### src/rtl/bitwise_logic_pkg.sv
// Shared operation encodings and the width-generic bitwise evaluator for the
// pipelined logic unit.
package bitwise_logic_pkg;

    localparam int MAX_WIDTH = 64;

    typedef enum logic [2:0] {
        OP_AND  = 3'd0,
        OP_OR   = 3'd1,
        OP_XOR  = 3'd2,
        OP_NOR  = 3'd3,
        OP_NAND = 3'd4,
        OP_XNOR = 3'd5,
        OP_ANDN = 3'd6,
        OP_PASS = 3'd7
    } logic_op_e;

    // Evaluated at full 64-bit width; callers truncate to their own WIDTH.
    function automatic logic [MAX_WIDTH-1:0] logic_op_eval(
        input logic_op_e            op,
        input logic [MAX_WIDTH-1:0] a,
        input logic [MAX_WIDTH-1:0] b
    );
        logic [MAX_WIDTH-1:0] r;
        case (op)
            OP_AND:  r = a & b;
            OP_OR:   r = a | b;
            OP_XOR:  r = a ^ b;
            OP_NOR:  r = ~(a | b);
            OP_NAND: r = ~(a & b);
            OP_XNOR: r = ~(a ^ b);
            OP_ANDN: r = a & ~b;
            default: r = a;
        endcase
        return r;
    endfunction

endpackage

### src/rtl/bitwise_pipe_stage.sv
// One register stage of the logic pipe: valid bit, result word and zero flag,
// advancing only when the downstream ready chain allows it.
module bitwise_pipe_stage #(
    parameter int WIDTH = 32
) (
    input  logic             clk,
    input  logic             rst,
    input  logic             adv_in,
    input  logic             v_i,
    input  logic [WIDTH-1:0] data_i,
    input  logic             zero_i,
    output logic             v_o,
    output logic [WIDTH-1:0] data_o,
    output logic             zero_o
);

    logic             v_q, v_d;
    logic [WIDTH-1:0] data_q, data_d;
    logic             zero_q, zero_d;

    // Payload only moves with a valid beat; an empty beat keeps the old word.
    always_comb begin
        v_d    = v_q;
        data_d = data_q;
        zero_d = zero_q;
        if (adv_in) begin
            v_d = v_i;
            if (v_i) begin
                data_d = data_i;
                zero_d = zero_i;
            end
        end
    end

    always_ff @(posedge clk) begin
        if (rst) begin
            v_q    <= 1'b0;
            data_q <= '0;
            zero_q <= 1'b0;
        end else begin
            v_q    <= v_d;
            data_q <= data_d;
            zero_q <= zero_d;
        end
    end

    assign v_o    = v_q;
    assign data_o = data_q;
    assign zero_o = zero_q;

endmodule

### src/rtl/bitwise_logic_pipe.sv
// Pipelined bitwise logic unit: result computed in front of stage 0, then
// carried through STAGES register stages with a full-throughput ready chain.
module bitwise_logic_pipe
    import bitwise_logic_pkg::*;
#(
    parameter int WIDTH  = 32,
    parameter int STAGES = 2
) (
    input  logic             clk,
    input  logic             rst,
    input  logic             i_valid,
    output logic             i_ready,
    input  logic [WIDTH-1:0] i_1,
    input  logic [WIDTH-1:0] i_2,
    input  logic [2:0]       i_op,
    input  logic             enable,
    output logic             o_valid,
    input  logic             o_ready,
    output logic [WIDTH-1:0] o,
    output logic             o_zero
);

    logic [WIDTH-1:0]              res;
    logic                          res_zero;
    logic [STAGES-1:0]             adv;
    logic [STAGES-1:0]             v;
    logic [STAGES-1:0]             zero;
    logic [STAGES-1:0][WIDTH-1:0]  data;

    always_comb begin
        res = '0;
        if (enable) begin
            res = WIDTH'(logic_op_eval(logic_op_e'(i_op), 64'(i_1), 64'(i_2)));
        end
        res_zero = (res == '0);
    end

    // Handshake: a beat transfers on a port when valid && ready at the rising
    // edge; valid never waits on ready, and a stage may refill in the same
    // cycle it drains, so a full pipe with o_ready=1 still accepts input.
    always_comb begin
        adv[STAGES-1] = ~v[STAGES-1] | o_ready;
        for (int k = STAGES - 2; k >= 0; k--) begin
            adv[k] = ~v[k] | adv[k+1];
        end
    end

    for (genvar k = 0; k < STAGES; k++) begin : g_stage
        logic             v_in;
        logic [WIDTH-1:0] d_in;
        logic             z_in;

        if (k == 0) begin : g_head
            assign v_in = i_valid;
            assign d_in = res;
            assign z_in = res_zero;
        end else begin : g_body
            assign v_in = v[k-1];
            assign d_in = data[k-1];
            assign z_in = zero[k-1];
        end

        bitwise_pipe_stage #(
            .WIDTH (WIDTH)
        ) u_stage (
            .clk    (clk),
            .rst    (rst),
            .adv_in (adv[k]),
            .v_i    (v_in),
            .data_i (d_in),
            .zero_i (z_in),
            .v_o    (v[k]),
            .data_o (data[k]),
            .zero_o (zero[k])
        );
    end

    assign i_ready = adv[0];
    assign o_valid = v[STAGES-1];
    assign o       = data[STAGES-1];
    assign o_zero  = zero[STAGES-1];

endmodule

### config.mk
export PLATFORM = sky130hd
export DESIGN_NAME = bitwise_logic_pipe
export DESIGN_NICKNAME = d
export VERILOG_FILES = /design/src/rtl/bitwise_logic_pkg.sv /design/src/rtl/bitwise_pipe_stage.sv /design/src/rtl/bitwise_logic_pipe.sv
export SDC_FILE = /design/constraint.sdc
export NUM_CORES = 1
export LEC_CHECK = 0
export BUFFER_PORTS_ARGS = -buffer_cell sky130_fd_sc_hd__buf_4
export CELL_PAD_IN_SITES_DETAIL_PLACEMENT = 1
export CELL_PAD_IN_SITES_GLOBAL_PLACEMENT = 1
export CORE_AREA = 2 2 100 150
export CTS_BUF_LIST = sky130_fd_sc_hd__clkbuf_8
export DETAILED_ROUTE_END_ITERATION = 6
export DIE_AREA = 0 0 102 152
export PLACE_DENSITY = 0.83
export SYNTH_ARGS = -nofsm -noshare
export SYNTH_HDL_FRONTEND = slang
export SYNTH_SLANG_ARGS = --single-unit
### constraint.sdc
create_clock -name clk -period 1.9 [get_ports clk]
set_input_delay 0.095 -clock clk [delete_from_list [all_inputs] [get_ports clk]]
set_output_delay 0.095 -clock clk [all_outputs]
set_load 0.01 [all_outputs]
==> impl_metrics.csv, run 1 <==
group,metric,value,unit
finish,drive_above_1_share,25.1,%
logic_synthesis,synthTopCellsByArea,"dfxtp_1 (23%), ha_1 (20%), a21oi_1 (7.5%)",
power,p_total,4230,uW
detailed_routing,routed_wl,18900,um
timing,final-hold-violation-count,0,
finish,final_common_cell,"buf_4",
worst_setup_path,reg2reg_to,"g_stage[0].u_stage.data_o[10]",
floorplanning,die_h,152,um
finish,n_antenna_cell,0,
finish,area.sequential,1360,um2
detailed_routing,dr_total_vias,5889,
power,p_leak,0.00361,uW
timing,rsz0062_at_grt,"no",
global_routing,antenna_found_initial,0,
floorplanning,initial_utilization,41.9,%
clock_network,post_cts.repair.setup_buffers,0,
worst_setup_path,path_common_cell,"buf_4",
logic_synthesis,syn_avg_cell_area,7.98,um2
detailed_routing,routedWlPerCell,17.3,um
timing,finalCritPeriodShare,96.3,%
finish,fill_cells,1807,
outcome,run_status,"completed",
logic_synthesis,synth_warnings,0,
logic_synthesis,synth_cells,752,
timing,finClkSkew,0.0121,ns
detailed_routing,drc,0,
clock_network,cts_buffer_depth,2,
job,drv_cap,0,
detailed_routing,ant_nets,0,
detailed_routing,via_per_inst,5.41,
worst_setup_path,crit_fanout,17,
floorplanning,die_area,15500,um2
global_routing,grtUsageTotal,25.4,%
worst_setup_path,crit_chain,"buf_4 > buf_12 > nand2b_1 > buf_4 > o221a_2 > o221ai_1 > nand2_1 > nor3_1 > nand4_1 > o31ai_2",
clock_network,htreeDepth,3,
worst_setup_path,r2r-start,"g_stage[1].u_stage.v_o",
worst_setup_path,slowest_delay,0.29,ns
floorplanning,ioPinCount,107,
worst_setup_path,critPathSlowestCell,"o221ai_1",
placed_design,gp_congestion,0.841,
global_routing,grt_pass1_wl,31700,um
finish,multiInputGateArea,4060,um2
floorplanning,core-area,14300,um2
worst_setup_path,worst_setup_path_start_kind,"primary input",
worst_setup_path,worst_ep_arrival_time,2.08,ns
placed_design,dp_hpwl,15100,um
global_routing,grt_max_degree,44,
clock_network,clock_latency,0.35,ns
power,power.density,556,nW/um2
finish,final_nets,1055,
logic_synthesis,synth_fp_nets,920,
timing,maxSlewHeadroom,53.6,%
global_routing,grt_pass1_vias,6546,
logic_synthesis,netlist.area_leader.share,22.7,%
worst_setup_path,crit_required,2.15,ns
timing,fmax,0.547,GHz
clock_network,cts_tree,"yes",
clock_network,cts_inserted_buffers,9,
timing,setup_viol,0,
floorplanning,std_cell_rows,54,
global_routing,gr-total-overflow,0,
finish,final_cell_mix,"buf_4 (176), nand2_1 (118), ha_1 (96)",
power,ir_worst_vdd,0.000342,V
clock_network,clock_sinks,68,
worst_setup_path,r2r_slack,0.23,ns
detailed_routing,drtPass1Iterations,4,
timing,final-max-slew-violation-count,0,
worst_setup_path,cp-end-kind,"flip-flop",
logic_synthesis,synth-seq-cells,68,
clock_network,clk_pin_slew,0.08,ns
finish,synthToLayoutAreaGrowth,26.6,%
logic_synthesis,syn_area,6000,um2
worst_setup_path,worstRegToRegCells,7,
clock_network,cts_root_buffer,"clkbuf_8",
logic_synthesis,synth_top_area_cell,"dfxtp_1",
logic_synthesis,synth.distinct_cells,49,
timing,tightestPinTransition,0.694,ns
logic_synthesis,ys_seq_area_share,22.7,%
min_path,hold_end,"g_stage[1].u_stage.v_o",
min_path,hp-class,"in -> reg",
min_path,worstHoldPathCells,4,
detailed_routing,drt_iter0_drc,192,
timing,setup-tns-final,0,ns
floorplanning,die_w,102,um
timing,fin_crit,1.83,ns
min_path,min_from,"o_ready",
worst_setup_path,path_class,"in -> reg",
placed_design,io_buffers,106,
==> what timing repair did <==
item,CTS,global route
setup endpoints to repair,1,20
endpoints found under the hold margin,1,0
hold buffers,1,0
resized for setup,1,2
==> where the power goes <==
| part | switching (uW) | internal [uW] | leakage [uW] |
|---|---|---|---|
| Combinational | 681 | 589 | 0.00294 |
| Sequential | 26.3 | 1470 | 0.000552 |
| Clock | 551 | 907 | 0.000122 |
==> metal layers <==
layer	part of all wire, %	up-vias	GRT usage [%]
met5	0	-	0
met4	4.6	0	12.1
met3	2.5	56	2.25
met2	53	134	46.4
met1	40	2845	28.7
li1	-	2854	-
==> worst max-delay path by stage <==
stage | startpoint | end | slack [ns] | cells after the start
after global placement | i_op[2] | g_stage[0].u_stage.zero_o | -0.22 | 10
after CTS | g_stage[1].u_stage.v_o | g_stage[0].u_stage.data_o[10] | 0.06 | 7
after detailed placement | i_op[2] | g_stage[0].u_stage.zero_o | -0.26 | 10
final | i_op[2] | g_stage[0].u_stage.zero_o | 0.07 | 10
after global routing | i_op[2] | g_stage[0].u_stage.zero_o | 0.005 | 9
after floorplan | i_1[5] | g_stage[0].u_stage.zero_o | 0.17 | 8
==> critical path, delay by kind of cell <==
family	cells	cell delay, ns
buffers and inverters	3	0.51
AOI/OAI and AO/OA	3	0.84
and+or+nand+nor	4	0.64
==> final cells by class <==
class | count | share of cell area, %
flip-flops and latches | 68 | 17.9
inverters | 67 | 3.31
clock inverters | 6 | 1.47
clock buffers | 10 | 1.81
multi-input cells | 559 | 53.4
repair buffers | 182 | 18.8
well taps | 196 | 3.23
==> cell families after synthesis <==
kind of cell	Yosys count	share of synthesized area [%]
muxes	55	9.48
AOI/OAI and AO/OA	196	20.5
adders and majority gates	96	20.0
xor gates and xnor gates	26	3.79
buffers and inverters	125	9.94
DFF	68	22.7
and+or+nand+nor	186	13.6
==> through the flow <==
stage | cell area, um2 | utilization [%] | cells | hold slack, ns | worst slack [ns]
after floorplan | 6000 | - | 752 | 0.212 | 0.174
after global placement | 7330 | 51.2 | 1071 | 0.324 | -0.218
after detailed placement | 7330 | 51.2 | 1071 | 0.353 | -0.256
after CTS | 7590 | 53.0 | 1088 | 0.0850 | 0.0556
after global routing | 7600 | 53.1 | 1088 | 0.121 | 0.00535
final | 7600 | 53.1 | 1088 | 0.0553 | 0.0706
==> synthesized netlist by cell type, drive strengths merged <==
cell and number:
nand2 118, ha 96, a21oi 90, dfxtp 68, inv 67, mux2i 40, nor2 32, buf 30
o221ai 29, clkbuf 28, o21ai 27, a22oi 19, xor2 19, mux2 15, nand2b 7, o22ai 7
xnor2 7, nor3 5, o211ai 5, o221a 5, a221oi 4, a31oi 4, nand3 4, nor2b 4
and3 3, nor4 3, a211oi 2, nand4 2, or2 2, a32oi 1, a41oi 1, and2 1
and3b 1, nand3b 1, nor4b 1, o21a 1, o31ai 1, or3 1, or4b 1
==> flip-flops by register name, summed over array words and instances, names as in the netlist <==
register and count:
g_stage.u_stage.data_o 64, g_stage.u_stage.v_o 2, g_stage.u_stage.zero_o 2
Power figures use the tool's default switching activity.
==> run 2: changes to the inputs <==
- CORE_AREA: 2 2 100 150 -> 2 2 96 144
- DIE_AREA: 0 0 102 152 -> 0 0 98 146
- PLACE_DENSITY: 0.83 -> 0.89
- TNS_END_PERCENT: default -> 100
- clock period: 1.9 -> 2.4 ns (I/O delays scaled with it)
==> run 2 against run 1 <==
Compared with the run above:
- cell area down 7.4%
- cell count down 8.4%
- worst hold slack better by 0.065 ns
- clock power down 36%
- core utilization up 1.2 points
- register-to-register slack better by 0.21 ns
- worst setup slack better by 0.37 ns
- first-iteration DRC count up 84%
- critical path depth down 5
- global-route usage up 0.79 points
- highest routed layer unchanged
==> impl_metrics.csv, run 2 (synthesis gave the netlist of run 1 again) <==
group,metric,value,unit
outcome,run_status,"completed",
timing,tightestPinTransition,1.18,ns
global_routing,grt_max_degree,42,
timing,setup_viol,0,
timing,final-hold-violation-count,0,
timing,maxSlewHeadroom,20.7,%
worst_setup_path,cp-end-kind,"flip-flop",
global_routing,antenna_found_initial,0,
worst_setup_path,crit_required,2.68,ns
floorplanning,core-area,13000,um2
job,drv_cap,0,
detailed_routing,via_per_inst,5.87,
worst_setup_path,path_class,"reg -> reg",
placed_design,gp_congestion,0.900,
finish,n_antenna_cell,0,
clock_network,cts_root_buffer,"clkbuf_8",
floorplanning,ioPinCount,107,
timing,worst_hold_slack,0.120,ns
timing,fin_crit,1.96,ns
power,p_leak,0.00330,uW
clock_network,ctsResizeCount,0,
clock_network,cts_tree,"yes",
finish,fill_cells,1650,
min_path,hp-class,"in -> reg",
floorplanning,die_area,14300,um2
clock_network,cts_inserted_buffers,9,
detailed_routing,routedWlPerCell,18.7,um
clock_network,clock_sinks,68,
finish,largest_register_ffs,64,
clock_network,htreeDepth,3,
global_routing,grtUsageTotal,26.2,%
floorplanning,die_w,98,um
global_routing,gr-total-overflow,0,
worst_setup_path,worst_setup_path_start_kind,"flip-flop",
floorplanning,std_cell_rows,51,
clock_network,clk_pin_slew,0.08,ns
timing,finalCritPeriodShare,81.7,%
timing,final-max-slew-violation-count,0,
finish,final_common_cell,"buf_4",
placed_design,dpl_cell_area,6830,um2
detailed_routing,drc,0,
detailed_routing,drt_iter0_drc,353,
power,ir_worst_vdd,0.000291,V
finish,drive_above_1_share,20.0,%
worst_setup_path,worst_ep_arrival_time,2.24,ns
power,p_total,3030,uW
global_routing,grt_pass1_wl,30900,um
timing,setup-tns-final,0,ns
worst_setup_path,crit_fanout,24,
clock_network,clock_latency,0.35,ns
floorplanning,initial_utilization,46.4,%
detailed_routing,drtPass1Iterations,5,
timing,fmax,0.510,GHz
finish,final_cell_mix,"buf_4 (126), nand2_1 (118), ha_1 (96)",
finish,synthToLayoutAreaGrowth,17.2,%
detailed_routing,ant_nets,0,
finish,final_nets,1001,
global_routing,grt_pass1_vias,6501,
timing,rsz0062_at_grt,"no",
placed_design,io_buffers,106,
timing,finClkSkew,0.00911,ns
detailed_routing,dr_total_vias,5848,
placed_design,dp_hpwl,14400,um
detailed_routing,routed_wl,18700,um
floorplanning,die_h,146,um
clock_network,cts_buffer_depth,2,
finish,stdcell_area,7040,um2
power,power.density,430,nW/um2
run 2: cell count changes in the layout (fill, tap and decap cells not counted), sizes merged:
cell	previous run	this run
clkbuf	10	9
buf	181	127
clkinvlp	1	3
inv	67	68
bufinv	3	1
run 2: critical path, stage by stage (launching register included):
cell and delay (ns):
dfxtp_1 0.31, nor2b_1 0.18, nand2_1 0.13, and2_1 0.79
nand2_1 0.27, a21oi_1 0.21
run 2: through the flow:
stage	utilization, %	setup WS, ns	std cells
final	54.3	0.439	997
after global routing	54.3	0.335	997
after CTS	54.3	0.441	997
after detailed placement	52.7	0.158	980
after global placement	52.7	0.226	980
after floorplan	-	0.649	752
run 2: final timing paths:
kind / from / end / slack [ns] / cells past startpoint
max: g_stage[1].u_stage.v_o / g_stage[0].u_stage.data_o[27] / 0.44 / 5
min: o_ready / g_stage[1].u_stage.v_o / 0.12 / 4
max reg2reg: g_stage[1].u_stage.v_o / g_stage[0].u_stage.data_o[27] / 0.44 / 5
min reg2reg: g_stage[0].u_stage.data_o[6] / g_stage[1].u_stage.data_o[6] / 0.46 / 2
run 2: power by group:
group          switching, uW  total [uW]  leakage [uW]  internal, uW
Sequential              21.7        1190      0.000552          1170
Clock                    447         928     0.0000918           482
Combinational            530         913       0.00266           383
Total                    998        3030       0.00330          2030
run 2: repair_timing:
item	CTS	global route
setup buffers	0	0
hold buffers	1	0
hold endpoints to repair	1	0
run 2: per-layer routing:
layer	vias to the layer above	part of all wire, %	global-route usage (%)
met3	58	4.1	3.12
met2	196	53	48.5
met4	0	5.0	15.7
met5	-	0	0
met1	2837	38	27.7
li1	2757	-	-
run 2: final cells by class:
type / instances / area (um2) / share of cell area [%]
multi-input combinational: 559 / 4050 / 57.5
sequential: 68 / 1360 / 19.3
timing repair buffer: 128 / 976 / 13.9
inverter: 67 / 251 / 3.57
tap: 159 / 199 / 2.83
clock buffer: 9 / 124 / 1.76
clock inverter: 7 / 75.1 / 1.07
==> run 3: changes to the inputs <==
- CORE_AREA: 2 2 96 144 -> 2 2 100 150
- DIE_AREA: 0 0 98 146 -> 0 0 102 152
- PLACE_DENSITY: 0.89 -> 0.83
- clock period: 2.4 -> 1.95 ns (I/O delays scaled with it)
==> run 3 against run 2 <==
Compared with the run above:
- sequential cell count unchanged
- cell count up 9.0%
- highest routed layer unchanged
- global-route usage down 1.8 points
- critical path depth up 5
- worst hold slack worse by 0.098 ns
- cell area up 7.1%
- die area up 8.4%
- sequential share of layout area down 1.3 points
- worst setup slack worse by 0.33 ns
- combinational power up 35%
- routed wire length up 0.33%
- total power up 28%
==> impl_metrics.csv, run 3 (synthesis gave the netlist of run 1 again) <==
group,metric,value,unit
floorplanning,die_area,15500,um2
detailed_routing,drtPass1Iterations,5,
timing,maxSlewHeadroom,52.4,%
power,p_leak,0.00358,uW
worst_setup_path,worst_ep_arrival_time,2.11,ns
detailed_routing,drc,0,
floorplanning,die_h,152,um
finish,drive_above_1_share,25.0,%
floorplanning,std_cell_rows,54,
clock_network,clk_pin_slew,0.08,ns
worst_setup_path,worstRegToRegCells,6,
finish,final_cell_mix,"buf_4 (177), nand2_1 (118), ha_1 (96)",
global_routing,grt_pass1_vias,6285,
worst_setup_path,r2r-start,"g_stage[1].u_stage.v_o",
timing,rsz0062_at_grt,"no",
timing,tightestPinTransition,0.713,ns
worst_setup_path,crit_fanout,18,
power,ir_worst_vdd,0.000414,V
finish,largest_register_ffs,64,
floorplanning,core-area,14300,um2
worst_setup_path,cp-end-kind,"flip-flop",
outcome,run_status,"completed",
finish,final_nets,1054,
placed_design,gp_congestion,0.839,
detailed_routing,dr_total_vias,5871,
clock_network,cts_buffer_depth,2,
placed_design,io_buffers,106,
clock_network,cts_inserted_buffers,9,
timing,finalCritPeriodShare,94.6,%
detailed_routing,drt_iter0_drc,250,
clock_network,clock_sinks,68,
job,drv_cap,0,
worst_setup_path,reg2reg_to,"g_stage[0].u_stage.data_o[6]",
timing,fmax,0.542,GHz
floorplanning,die_w,102,um
detailed_routing,ant_nets,0,
detailed_routing,via_per_inst,5.40,
global_routing,grt_max_degree,44,
min_path,hp-class,"in -> reg",
global_routing,grt_pass1_wl,30700,um
finish,fin_util,52.6,%
placed_design,dp_hpwl,15000,um
timing,finClkSkew,0.00957,ns
detailed_routing,routedWlPerCell,17.2,um
timing,final-max-slew-violation-count,0,
worst_setup_path,r2r_slack,0.30,ns
floorplanning,ioPinCount,107,
timing,setup_viol,0,
worst_setup_path,worst_setup_path_start_kind,"primary input",
detailed_routing,routed_wl,18700,um
worst_setup_path,path_class,"in -> reg",
timing,final-hold-violation-count,0,
clock_network,cts_root_buffer,"clkbuf_8",
min_path,worstHoldPathCells,3,
finish,final_common_cell,"buf_4",
finish,n_antenna_cell,0,
timing,fin_crit,1.84,ns
worst_setup_path,crit_required,2.22,ns
clock_network,clock_latency,0.34,ns
finish,synthToLayoutAreaGrowth,25.4,%
global_routing,grtUsageTotal,24.4,%
power,power.density,516,nW/um2
clock_network,ctsHoldBuffers,0,
min_path,hold_end,"g_stage[0].u_stage.v_o",
global_routing,gr-total-overflow,0,
clock_network,cts_tree,"yes",
min_path,min_from,"i_valid",
global_routing,antenna_found_initial,0,
timing,setup-tns-final,0,ns
floorplanning,initial_utilization,41.9,%
clock_network,htreeDepth,3,
[run 3: worst max-delay path by stage]
stage                                 from                      endpoint  slack, ns
finish                             i_op[2]     g_stage[0].u_stage.zero_o       0.11
global route                       i_op[2]     g_stage[0].u_stage.zero_o      0.002
CTS                 g_stage[1].u_stage.v_o  g_stage[1].u_stage.data_o[4]       0.04
detailed placement                 i_op[2]     g_stage[0].u_stage.zero_o      -0.28
global placement                   i_op[2]     g_stage[0].u_stage.zero_o      -0.17
floorplan                           i_1[5]     g_stage[0].u_stage.zero_o       0.22
[run 3: through the flow]
| step | cell area (um2) | instances | hold WS, ns | power, uW | setup slack (ns) |
|---|---|---|---|---|---|
| after floorplan | 6000 | 752 | 0.215 | 2200 | 0.222 |
| after global placement | 7320 | 1071 | 0.323 | 2640 | -0.168 |
| after detailed placement | 7320 | 1071 | 0.371 | 2710 | -0.277 |
| after CTS | 7520 | 1087 | 0.0103 | 3910 | 0.0374 |
| after global routing | 7530 | 1087 | 0.0369 | 4100 | 0.00208 |
| final | 7530 | 1087 | 0.0225 | 3890 | 0.105 |
[run 3: timing repair]
| item | 4_1_cts | 5_1_grt |
|---|---|---|
| resized for setup | 0 | 2 |
| setup buffers | 0 | 0 |
| endpoints found under the setup margin | 0 | 33 |
| endpoints found under the hold margin | 0 | 0 |
[run 3: critical path, stage by stage]
cell and delay, ns:
buf_4 0.24, buf_12 0.16, buf_4 0.20, mux2i_1 0.10, o221a_2 0.25, o221ai_1 0.30
nand2_1 0.10, nor3_1 0.19, nand4_1 0.19, o31ai_2 0.27
[run 3: area by class of cell]
cell class / count / area (um2)
fill: 1837 / 6790
multi-input combinational: 559 / 4060
timing repair buffer: 181 / 1410
sequential: 68 / 1360
inverter: 67 / 251
tap: 196 / 245
clock buffer: 10 / 138
clock inverter: 6 / 71.3
[run 3: report_power, final]
group | switching [uW] | total, uW | internal, uW
logic | 662 | 1230 | 566
registers | 25.8 | 1460 | 1430
clock network | 564 | 1200 | 636
total | 1250 | 3890 | 2640
[run 3: metal layers]
layer / up-vias / track usage (%) / part of all wire [%]
met2: 147 / 43.5 / 53
met5: - / 0 / 0
met3: 51 / 2.39 / 3.4
li1: 2851 / - / -
met4: 0 / 12.0 / 3.8
met1: 2822 / 28.3 / 40
